<file path="src/rtl/shift_deserializer.sv">
// LSB-first serial-to-parallel receiver with a valid/ready word output.
// Flags sync arriving mid-word (frame_err) and words lost to an unread output (overrun).
module shift_deserializer #(
    parameter int unsigned N = 8
) (
    input  logic         clk,
    input  logic         rst,
    input  logic         sh_in,
    input  logic         sh_en,
    input  logic         sync,
    output logic [N-1:0] data_out,
    output logic         data_valid,
    input  logic         data_ready,
    output logic         frame_err,
    output logic         overrun
);

    localparam int unsigned CW = (N > 2) ? $clog2(N) : 1;
    localparam logic [CW-1:0] CNT_LAST = CW'(N - 1);

    typedef enum logic {
        IDLE,
        RECV
    } state_t;

    generate
        if (N < 2) begin : g_bad_width
            $error("shift_deserializer: N must be at least 2");
        end
    endgenerate

    state_t        state_q, state_d;
    logic [N-1:0]  s_reg_q, s_reg_d;
    logic [CW-1:0] cnt_q, cnt_d;
    logic [N-1:0]  data_q, data_d;
    logic          valid_q, valid_d;
    logic          frame_err_q, frame_err_d;
    logic          overrun_q, overrun_d;

    logic [N-1:0]  shifted;
    logic          transfer;

    assign shifted  = {sh_in, s_reg_q[N-1:1]};
    assign transfer = valid_q & data_ready;

    // Next-state: bit capture, word completion and handshake
    always_comb begin
        state_d     = state_q;
        s_reg_d     = s_reg_q;
        cnt_d       = cnt_q;
        data_d      = data_q;
        valid_d     = valid_q;
        frame_err_d = 1'b0;
        overrun_d   = 1'b0;

        if (transfer) begin
            valid_d = 1'b0;
        end

        if (sh_en) begin
            unique case (state_q)
                IDLE: begin
                    if (sync) begin
                        s_reg_d = shifted;
                        cnt_d   = CW'(1);
                        state_d = RECV;
                    end
                end
                RECV: begin
                    s_reg_d = shifted;
                    if (sync) begin
                        // Restart the word on this bit; a non-zero count means a partial word is dropped
                        frame_err_d = (cnt_q != '0);
                        cnt_d       = CW'(1);
                    end else if (cnt_q == CNT_LAST) begin
                        data_d    = shifted;
                        valid_d   = 1'b1;
                        overrun_d = valid_q & ~data_ready;
                        cnt_d     = '0;
                    end else begin
                        cnt_d = cnt_q + CW'(1);
                    end
                end
                default: state_d = IDLE;
            endcase
        end
    end

    always_ff @(posedge clk or negedge rst) begin
        if (!rst) begin
            state_q     <= IDLE;
            s_reg_q     <= '0;
            cnt_q       <= '0;
            data_q      <= '0;
            valid_q     <= 1'b0;
            frame_err_q <= 1'b0;
            overrun_q   <= 1'b0;
        end else begin
            state_q     <= state_d;
            s_reg_q     <= s_reg_d;
            cnt_q       <= cnt_d;
            data_q      <= data_d;
            valid_q     <= valid_d;
            frame_err_q <= frame_err_d;
            overrun_q   <= overrun_d;
        end
    end

    assign data_out   = data_q;
    assign data_valid = valid_q;
    assign frame_err  = frame_err_q;
    assign overrun    = overrun_q;

endmodule

</file>
<file path="config.mk">
export PLATFORM = sky130hd
export DESIGN_NAME = shift_deserializer
export DESIGN_NICKNAME = d
export VERILOG_FILES = /design/src/rtl/shift_deserializer.sv
export SDC_FILE = /design/constraint.sdc
export NUM_CORES = 1
export LEC_CHECK = 0
export ABC_AREA = 1
export CORE_MARGIN = 4
export CORE_UTILIZATION = 45
export DETAILED_ROUTE_END_ITERATION = 8
export PLACE_DENSITY = 0.82
export SLEW_MARGIN = 15
export SYNTH_ARGS = -nofsm -noshare
export SYNTH_HDL_FRONTEND = slang
export SYNTH_SLANG_ARGS = --single-unit
</file>
<file path="constraint.sdc">
create_clock -name clk -period 1.2 [get_ports clk]
set_input_delay 0.24 -clock clk [delete_from_list [all_inputs] [get_ports clk]]
set_output_delay 0.24 -clock clk [all_outputs]
set_load 0.02 [all_outputs]
</file>
==> results.md <==
* Die area at 2900 um^2
* HP Class: in2async
* Reg-to-Reg Start: cnt_q[0]
* Root Driver: clkbuf_4
* Initial antenna violation count at 0
* Clock skew at 7.24 ps
* Tcrit/Tclk final at 1.08
* Violated checks: setup timing
* Global placer's final weighted congestion at 0.791
* Area Growth Syn to Fin at 33.6%
* Crit Path Max Fanout at 9
* Startpoint Class: register
* Syn Inst Count at 105
* Synth unique cells at 12
* Max Freq at 775 MHz
* Max incr delay on CP at 420 ps
* Maxcap violations at 0
* # IOs at 17
* Detailed Route Iter0 Violations at 27
* DR WL/cell at 11.6 um
* TNS Setup at -660 ps
* Vias post-DR at 781
* Gr usage total at 0.153
* Syn_nets at 115
* M3 GR Usage at 0.00831
* Worst-case clock buffer depth at 2
* Busiest grt layer: met2
* CTS Buf Count at 3
* Slew headroom at 0.814
* Gr ovfl total at 0
* Crit-path cells: ha_4, ha_4, inv_2, nor2_4, nand2_4, nand2_1, nand2_1
* Via density at 4.73
* Drt pass-1 iters at 4
* Clk pin slew, worst setup/hold paths at 120 ps
* Vias in the first global route at 739
* Synthesis Warnings at 0
* Outcome: complete, but fails checks
* Most frequent cells in the layout: nand2_1 (41), dfrtp_1 (22), nand3_1 (18), buf_4 (14), buf_2 (9)
* Final Util at 0.637
* Maximum VDD drop at 0.811 mV
* Final HPWL DP at 1.45 mm
* Final Max Tran Viols at 0
* Top cell type by total area after synthesis: dfrtp_1
* Post-synthesis xor/xnor area fraction at 0
* PortBufs at 16
* Main combinational cell family by area after synthesis: simple AND/OR/NAND/NOR gates
* Critical path class: reg2reg
* Leak at 0.719 nW
* Adder-cell area share of the yosys netlist at 0.0530
* Pwr dens at 1240 nW/um^2
* CP Buf/Inv Count at 1
* Commonest non-fill, non-tap cell in the layout: nand2_1
* Die width at 53.8 um
* Cts hold-fix bufs at 0
* Syn avg cell area at 9.00 um^2
* First-pass GRT wire length at 3.20 mm
* Core ar. at 1980 um^2
* Setup violators final at 9
* Initial core utilization at 0.477
* Die Y at 53.8 um
* Critical path arrival at 1490 ps
* Layout cell share with drive strength beyond 1 at 0.275
* Worst r2r path cells at 7
* R2R setup slack at -90 ps
* Clk_lat worst skew at 300 ps
* Worst Setup SP: cnt_q[0]
* Hold Vio Cnt, Final at 0
* # diodes at 0
* Required time worst endpoint at 1400 ps
* Simple-Gate Fraction of Synth Area at 0.310
* Largest cells by area after synthesis: dfrtp_1 (58%), nand2_1 (16%), nand3_1 (9.5%), ha_1 (5.3%), inv_1 (2.8%)
* Top cell type's share of synthesized area at 0.583
* Measured slew at the worst slew-check pin at 279 ps
* Rows at 16
* Top Family by Delay on Critical Path: flip-flops
* Sequential-to-total area share from yosys stat at 0.583
* Synth Area in Compound Gates at 0.00530
* FF-to-FF End: data_out[5]
* Yosys reg bits at 22
* Clk sink count at 22
* Critical path's slowest cell: dfrtp_1
* Met2 Use GR at 0.270
* RSZ-0062 raised after global routing: yes
* H-tree depth at 1
* Total wire length at 1.92 mm
* Fin nets at 149
* Post-route setup slack at -90.6 ps
* DR DRC count at 0
* Largest net degree at the start of global routing at 23
* CTS tree: done
* Mux share of post-synthesis cell area at 0
* Period minus WS final at 1290 ps
* Worst Setup End Kind: register
* Synth Cell Area at 945 um^2
* Met1 usage at 0.188
* Post-route ant nets at 0
[worst max path at each step]
stage                              to  slack [ps]  cells after the start
after floorplan           data_out[0]         -40                      7
after global placement    data_out[5]        -150                      6
after detailed placement  data_out[5]        -190                      6
after CTS                 data_out[6]         -60                      7
after global routing      data_out[5]        -160                      7
final                     data_out[5]         -90                      7
[cell type report]
cell class | instances | area [um^2]
fill | 150 | 719
tap | 27 | 33.8
clock buffer | 4 | 36.3
sequential | 22 | 551
inverter | 8 | 30.0
multi-input combinational | 73 | 378
timing repair buffer | 31 | 234
[flip-flops by register name (all words and copies together) (netlist names)]
register,flops
data_valid,1
data_out,8
cnt_q,3
overrun,1
frame_err,1
state_q,1
s_reg_q,7
[metrics by stage]
stage	total power [mW]	instance area [um^2]	std cells	setup WS (ps)	hold WS [ps]
3_5_place_dp	1.19	1230	158	-187	464
5_1_grt	1.64	1260	165	-162	286
4_1_cts	1.58	1280	164	-57.6	266
2_1_floorplan	1.03	965	105	-42.2	-55.6
3_3_place_gp	1.17	1230	158	-149	461
6_report	1.56	1260	165	-90.6	264
[cells by family after synthesis]
group           Yosys count
fa+ha+maj                 4
flops                    22
buf+inv                  10
compound gates            1
simple gates             68
[where the power goes]
part / total [mW] / leakage (nW) / internal [mW] / switching (mW)
clock network: 0.401 / 0.0210 / 0.185 / 0.216
logic: 0.291 / 0.410 / 0.128 / 0.163
registers: 0.873 / 0.288 / 0.815 / 0.0584
total: 1.56 / 0.719 / 1.13 / 0.437
[worst register-to-register path: stages, from the launching register on]
cell and delay (ps):
dfrtp_1 420, ha_4 180, ha_4 140, inv_2 40, nor2_4 180, nand2_4 110, nand2_1 70, nand2_1 50
[cell usage after synthesis (all sizes together)]
cell	number
o21ai	1
nor2	6
inv	8
buf	2
ha	4
nand2	44
dfrtp	22
nand3	18
[metal layers]
metal	routed length, um	up-vias
li1	-	395
met1	866	368
met2	982	14
met3	46	4
met4	22	0
met5	0	-
[what timing repair did]
action                                  in CTS  in global routing
endpoints found under the setup margin      20                 15
pin swaps                                    1                  2
gates resized for setup                     39                  6
endpoints found under the hold margin        0                  0
setup buffers                                2                  1
(Power assumes the default switching activity.)
